## config.mk

```make
export PLATFORM = sky130hd
export DESIGN_NAME = keypad_scanner
export DESIGN_NICKNAME = d
export VERILOG_FILES = /design/src/rtl/keypad_scanner_pkg.sv /design/src/rtl/key_debounce.sv /design/src/rtl/keypad_scanner.sv
export SDC_FILE = /design/constraint.sdc
export NUM_CORES = 1
export LEC_CHECK = 0
export BUFFER_PORTS_ARGS = -buffer_cell sky130_fd_sc_hd__buf_2
export CAP_MARGIN = 5
export CORE_ASPECT_RATIO = 0.9
export CORE_MARGIN = 2
export CORE_UTILIZATION = 35
export CTS_BUF_LIST = sky130_fd_sc_hd__clkbuf_4 sky130_fd_sc_hd__clkbuf_8
export CTS_CLUSTER_DIAMETER = 80
export DETAILED_ROUTE_END_ITERATION = 7
export SYNTH_ARGS = -nofsm -noshare
export SYNTH_HDL_FRONTEND = slang
export SYNTH_SLANG_ARGS = --single-unit
```

## constraint.sdc

```tcl
create_clock -name clk -period 22.3 [get_ports clk]
set_clock_uncertainty 0.1 [all_clocks]
set_input_delay 2.23 -clock clk [delete_from_list [all_inputs] [get_ports clk]]
set_output_delay 2.23 -clock clk [all_outputs]
set_load 0.02 [all_outputs]
```

## src/rtl/keypad_scanner_pkg.sv

```systemverilog
// Key codes shared with the downstream calculator FSM, plus counter width helper.
// KEY_0..KEY_9 are contiguous so consumers can range-compare digits.
package keypad_scanner_pkg;

    localparam logic [4:0] KEY_0    = 5'd0;
    localparam logic [4:0] KEY_1    = 5'd1;
    localparam logic [4:0] KEY_2    = 5'd2;
    localparam logic [4:0] KEY_3    = 5'd3;
    localparam logic [4:0] KEY_4    = 5'd4;
    localparam logic [4:0] KEY_5    = 5'd5;
    localparam logic [4:0] KEY_6    = 5'd6;
    localparam logic [4:0] KEY_7    = 5'd7;
    localparam logic [4:0] KEY_8    = 5'd8;
    localparam logic [4:0] KEY_9    = 5'd9;
    localparam logic [4:0] KEY_A    = 5'd10;
    localparam logic [4:0] KEY_B    = 5'd11;
    localparam logic [4:0] KEY_C    = 5'd12;
    localparam logic [4:0] KEY_D    = 5'd13;
    localparam logic [4:0] KEY_E    = 5'd14;
    localparam logic [4:0] KEY_F    = 5'd15;
    localparam logic [4:0] KEY_NONE = 5'd16;

    // Bits needed to hold 0..value-1, never less than one.
    function automatic int clog2b(input int value);
        int w;
        w = 1;
        while ((1 << w) < value)
            w = w + 1;
        return w;
    endfunction

endpackage

```

## src/rtl/key_debounce.sv

```systemverilog
// Purpose: accepts a per-frame key code once it repeats DEBOUNCE frames in a row.
// Latency: key updates on the frame_done edge of the DEBOUNCE-th identical frame.
// Backpressure: none; frame_done is a free-running pulse and is never stalled.
module key_debounce
    import keypad_scanner_pkg::*;
#(
    parameter int DEBOUNCE = 4
) (
    input  logic       clk,
    input  logic       rst,
    input  logic [4:0] frame_code,
    input  logic       frame_done,
    output logic [4:0] key,
    output logic       key_strobe
);

    localparam int             CW      = clog2b(DEBOUNCE + 1);
    localparam logic [CW-1:0]  CNT_MAX = CW'(DEBOUNCE);

    logic [4:0]    cand;
    logic [4:0]    cand_nxt;
    logic [CW-1:0] cnt;
    logic [CW-1:0] cnt_nxt;
    logic          take;

    always_comb begin
        cand_nxt = cand;
        cnt_nxt  = cnt;
        if (frame_done) begin
            if (frame_code == cand) begin
                cnt_nxt = (cnt == CNT_MAX) ? cnt : cnt + 1'b1;
            end else begin
                cand_nxt = frame_code;
                cnt_nxt  = CW'(1);
            end
        end
        // Judged on the updated count so DEBOUNCE==1 follows every frame directly.
        take = frame_done && (cnt_nxt == CNT_MAX) && (cand_nxt != key);
    end

    always_ff @(posedge clk) begin
        if (!rst) begin
            cand       <= KEY_NONE;
            cnt        <= '0;
            key        <= KEY_NONE;
            key_strobe <= 1'b0;
        end else begin
            cand       <= cand_nxt;
            cnt        <= cnt_nxt;
            key_strobe <= take && (cand_nxt != KEY_NONE);
            if (take)
                key <= cand_nxt;
        end
    end

endmodule

```

## src/rtl/keypad_scanner.sv

```systemverilog
// Purpose: scans a 4x4 active-low keypad one column per SCAN_DIV cycles, rejects ghosts, debounces.
// Latency: key changes DEBOUNCE frames (4*SCAN_DIV cycles each) after a steady press or release.
// Backpressure: none; the downstream FSM samples key/key_strobe whenever it likes.
module keypad_scanner
    import keypad_scanner_pkg::*;
#(
    parameter int SCAN_DIV = 1000,
    parameter int DEBOUNCE = 4
) (
    input  logic       clk,
    input  logic       rst,
    input  logic [3:0] row,
    output logic [3:0] col,
    output logic [4:0] key,
    output logic       key_strobe
);

    localparam int            TW        = clog2b(SCAN_DIV);
    localparam logic [TW-1:0] TICK_LAST = TW'(SCAN_DIV - 1);

    logic [3:0]    row_s1;
    logic [3:0]    row_s2;
    logic [TW-1:0] tick;
    logic [1:0]    col_idx;
    logic [11:0]   acc;        // pressed flags of columns 0..2, bit c*4+r
    logic [15:0]   pressed;
    logic          tick_end;
    logic          frame_done;
    logic [4:0]    frame_code;
    logic [4:0]    hits;
    logic [1:0]    hit_r;
    logic [1:0]    hit_c;

    function automatic logic [4:0] key_map(input logic [1:0] r, input logic [1:0] c);
        case ({r, c})
            4'h0:    key_map = KEY_1;
            4'h1:    key_map = KEY_2;
            4'h2:    key_map = KEY_3;
            4'h3:    key_map = KEY_A;
            4'h4:    key_map = KEY_4;
            4'h5:    key_map = KEY_5;
            4'h6:    key_map = KEY_6;
            4'h7:    key_map = KEY_B;
            4'h8:    key_map = KEY_7;
            4'h9:    key_map = KEY_8;
            4'hA:    key_map = KEY_9;
            4'hB:    key_map = KEY_C;
            4'hC:    key_map = KEY_E;
            4'hD:    key_map = KEY_0;
            4'hE:    key_map = KEY_F;
            default: key_map = KEY_D;
        endcase
    endfunction

    assign tick_end   = (tick == TICK_LAST);
    assign frame_done = tick_end && (col_idx == 2'd3);
    assign col        = ~(4'b0001 << col_idx);

    always_ff @(posedge clk) begin
        if (!rst) begin
            row_s1  <= 4'hF;
            row_s2  <= 4'hF;
            tick    <= '0;
            col_idx <= '0;
            acc     <= '0;
        end else begin
            row_s1 <= row;
            row_s2 <= row_s1;
            if (tick_end) begin
                tick    <= '0;
                col_idx <= col_idx + 2'd1;
                // Column 3 is consumed live at frame end and never stored.
                case (col_idx)
                    2'd0:    acc[3:0]  <= ~row_s2;
                    2'd1:    acc[7:4]  <= ~row_s2;
                    2'd2:    acc[11:8] <= ~row_s2;
                    default: acc       <= acc;
                endcase
            end else begin
                tick <= tick + 1'b1;
            end
        end
    end

    assign pressed = {~row_s2, acc};

    always_comb begin
        hits  = '0;
        hit_r = '0;
        hit_c = '0;
        for (int c = 0; c < 4; c++) begin
            for (int r = 0; r < 4; r++) begin
                if (pressed[c*4 + r]) begin
                    hits  = hits + 5'd1;
                    hit_r = 2'(r);
                    hit_c = 2'(c);
                end
            end
        end
        // Anything but a single intersection is idle or a ghost pattern.
        frame_code = (hits == 5'd1) ? key_map(hit_r, hit_c) : KEY_NONE;
    end

    key_debounce #(
        .DEBOUNCE (DEBOUNCE)
    ) u_debounce (
        .clk        (clk),
        .rst        (rst),
        .frame_code (frame_code),
        .frame_done (frame_done),
        .key        (key),
        .key_strobe (key_strobe)
    );

endmodule
```

==> impl_metrics.ini <==
[grt]
overflow = 0
grt_max_degree = 25
grt_use_total = 0.1425
grt_pass1_wl_microns = 15950
antenna_found_initial = 0
grt_pass1_vias = 3489

[final_layout]
fillers = 1257
final_common_cell = nor2_1
area_growth_pct = 6.544
stdcell_count = 690
drive_gt1_frac = 0.1208
most-common-layout-cells = nor2_1 (52), dfxtp_1 (46), nand2_1 (44)
multi_input_area_sq_mm = 0.003118
final_cell_area_sq_mm = 0.004563
nets = 562
diodes = 0
layout.area.seq_sq_um = 920.9

[logic_synthesis]
ys_top_cells_by_area = dfxtp_1 (22%), ha_1 (7.9%), xnor2_1 (5.5%), nor2_1 (4.6%), nand2_1 (3.9%)
syn_area_sq_mm = 0.004283
ys_warn_count = 0
syn_avg_cell_area_sq_um = 8.066
ys_seq_area_frac = 0.2150
synth_seq_cells = 46
netlist_instances = 531
synth_ff_type = dfxtp_1
synth_edf_count = 0
yosysTopAreaCell = dfxtp_1
synthArstFlopShare = 0
syn-num-nets = 564
synth.top_cell.area_share = 0.2150
synth_cell_types = 79

[clock_tree]
ctsResizeCount = 0
clock_sinks = 46
cts_root_buffer = clkbuf_8
numCtsBuffers = 5
clock_path_buffers = 2
cts_hold_buf = 0
clock_latency_ns = 0.29
cts_tree = done
htree_levels = 2
clk_pin_slew_ns = 0.09
post_cts_buffers = 0

[die]
die_w_microns = 120.6
rows = 38
io_pins = 16
start_util = 0.3575
die_area_sq_mm = 0.01314
coreArea_sq_mm = 0.01198
die_h_microns = 108.9

[worst_setup_path]
cp_max_fo = 11
worst_ep_arrival_time_ns = 11.17
required_ns = 22.39
endpoint_kind = flop
r2r_slack_ns = 11.22
path_common_cell = ha_1
cp-start-kind = flop
regToRegEndpoint = u_debounce.key_strobe
r2r-start = acc[0]
critical-path-max-stage-delay_ns = 0.49
r2r_cells = 55
worstSetupPathType = flop to flop
cpMaxStageDelayCell = or3_4

[sta]
hold_violations = 0
finalSetupViolations = 0
relSlewSlack = 0.2737
drv_slew = 0
period_needed_ns = 11.08
grt_setup_unrepaired = no
max_freq_mhz = 90.28
worst_slew_pin_slew_ns = 1.079
period_share = 0.4967
setup-tns-final_ns = 0

[pwr]
power_density_mw_per_mm2 = 34.36
p_leak_nw = 1.843
vdd_drop_max_v = 0.00003490
p_total_w = 0.0001568

[worst_hold_path]
hold-path-cell-count = 1
holdPathEnd = row_s2[2]
hold_path_class = flop to flop
min_from = row_s1[2]

[placement]
gp_congestion = 0.8264
io_buffers = 15
dpl_cell_area_sq_mm = 0.004464
dp_hpwl_microns = 7155
dp.cells = 682

[drt]
ant_nets = 0
wirelength_microns = 9112
via_count = 3601
avgViaCountPerCell = 5.219
drc = 0
firstDrtPassIters = 4
dr.first_iter.drc_count = 176
wl_per_cell_microns = 13.21

[run_status]
outcome = finished, final reports clean

[run]
drv_cap = 0
[final cells by class]
type                            count  share of cell area
Timing Repair Buffer               18             0.02139
Multi-Input combinational cell    424              0.6833
Clock buffer                        7             0.01974
Clock inverter                      1            0.001919
Sequential cell                    46              0.2018
Tap cell                          160             0.04387
Inverter                           34             0.02797
[cells in the mapped netlist (5+ instances only)]
library cell / instances
dfxtp_1: 46
nand2b_1: 13
xnor3_1: 6
xor2_1: 14
nand2_1: 44
and2_1: 10
mux2i_1: 11
clkbuf_1: 17
o21ai_0: 18
a31oi_1: 5
nor2b_1: 11
o22ai_1: 6
a21oi_1: 24
inv_1: 33
nor4_1: 6
buf_2: 5
nor2_1: 52
xnor2_1: 27
a211oi_1: 14
ha_1: 27
or3_1: 6
or2_2: 8
nand3_1: 23
nor3_1: 12
and3_1: 6
[per-stage QoR]
step	hold slack (ns)	setup WS [ns]	util
2_1_floorplan	0.2863	12.30	-
3_3_place_gp	0.3121	11.68	0.3726
3_5_place_dp	0.3161	11.24	0.3726
4_1_cts	0.3452	11.20	0.3808
5_1_grt	0.3669	10.40	0.3808
6_report	0.3373	11.22	0.3808
[routing by layer]
layer	share of wire	global-route usage	wire length, microns
met1	0.50	0.1889	4572
met5	0	0	0
met3	0.018	0.01360	160
met4	0.0070	0.02575	64
met2	0.47	0.2546	4314
[state kept, by name (all words and copies together) (netlist names)]
signal                 cells
u_debounce.cnt             3
row_s2                     4
u_debounce.key             5
acc                       12
tick                      10
row_s1                     4
u_debounce.cand            5
u_debounce.key_strobe      1
col_idx                    2
[worst max-delay path, delay by kind of cell, from the launching register on]
kind | cells | cell delay, ns
buf+inv | 5 | 0.41
fa+ha+maj | 14 | 4.10
simple gates | 19 | 3.00
flops | 1 | 0.33
compound gates | 14 | 2.12
mux | 3 | 0.91
[where the power goes]
group          total [W]  internal [W]  switching, W
Clock          0.0000547     0.0000269     0.0000278
Sequential     0.0000848     0.0000832    0.00000161
Combinational  0.0000173    0.00000734    0.00000995
[kinds of logic (layout without fill, tap and decap cells)]
kind of cell / after synthesis / count (layout) / synth area share
buffers and inverters: 61 / 60 / 0.05843
DFF: 46 / 46 / 0.2150
muxes: 18 / 18 / 0.05025
xor gates and xnor gates: 55 / 55 / 0.1513
AOI/OAI and AO/OA: 115 / 115 / 0.1984
and+or+nand+nor: 209 / 209 / 0.2477
adders and majority gates: 27 / 27 / 0.07888
[worst max path at each step]
stage	end	start	cells after the start
CTS	u_debounce.key_strobe	acc[0]	55
finish	u_debounce.key_strobe	acc[0]	55
detailed placement	u_debounce.key_strobe	acc[0]	55
floorplan	u_debounce.key_strobe	acc[0]	55
global placement	u_debounce.key_strobe	acc[1]	55
global route	u_debounce.key[2]	acc[1]	55
(Power assumes the default switching activity.)
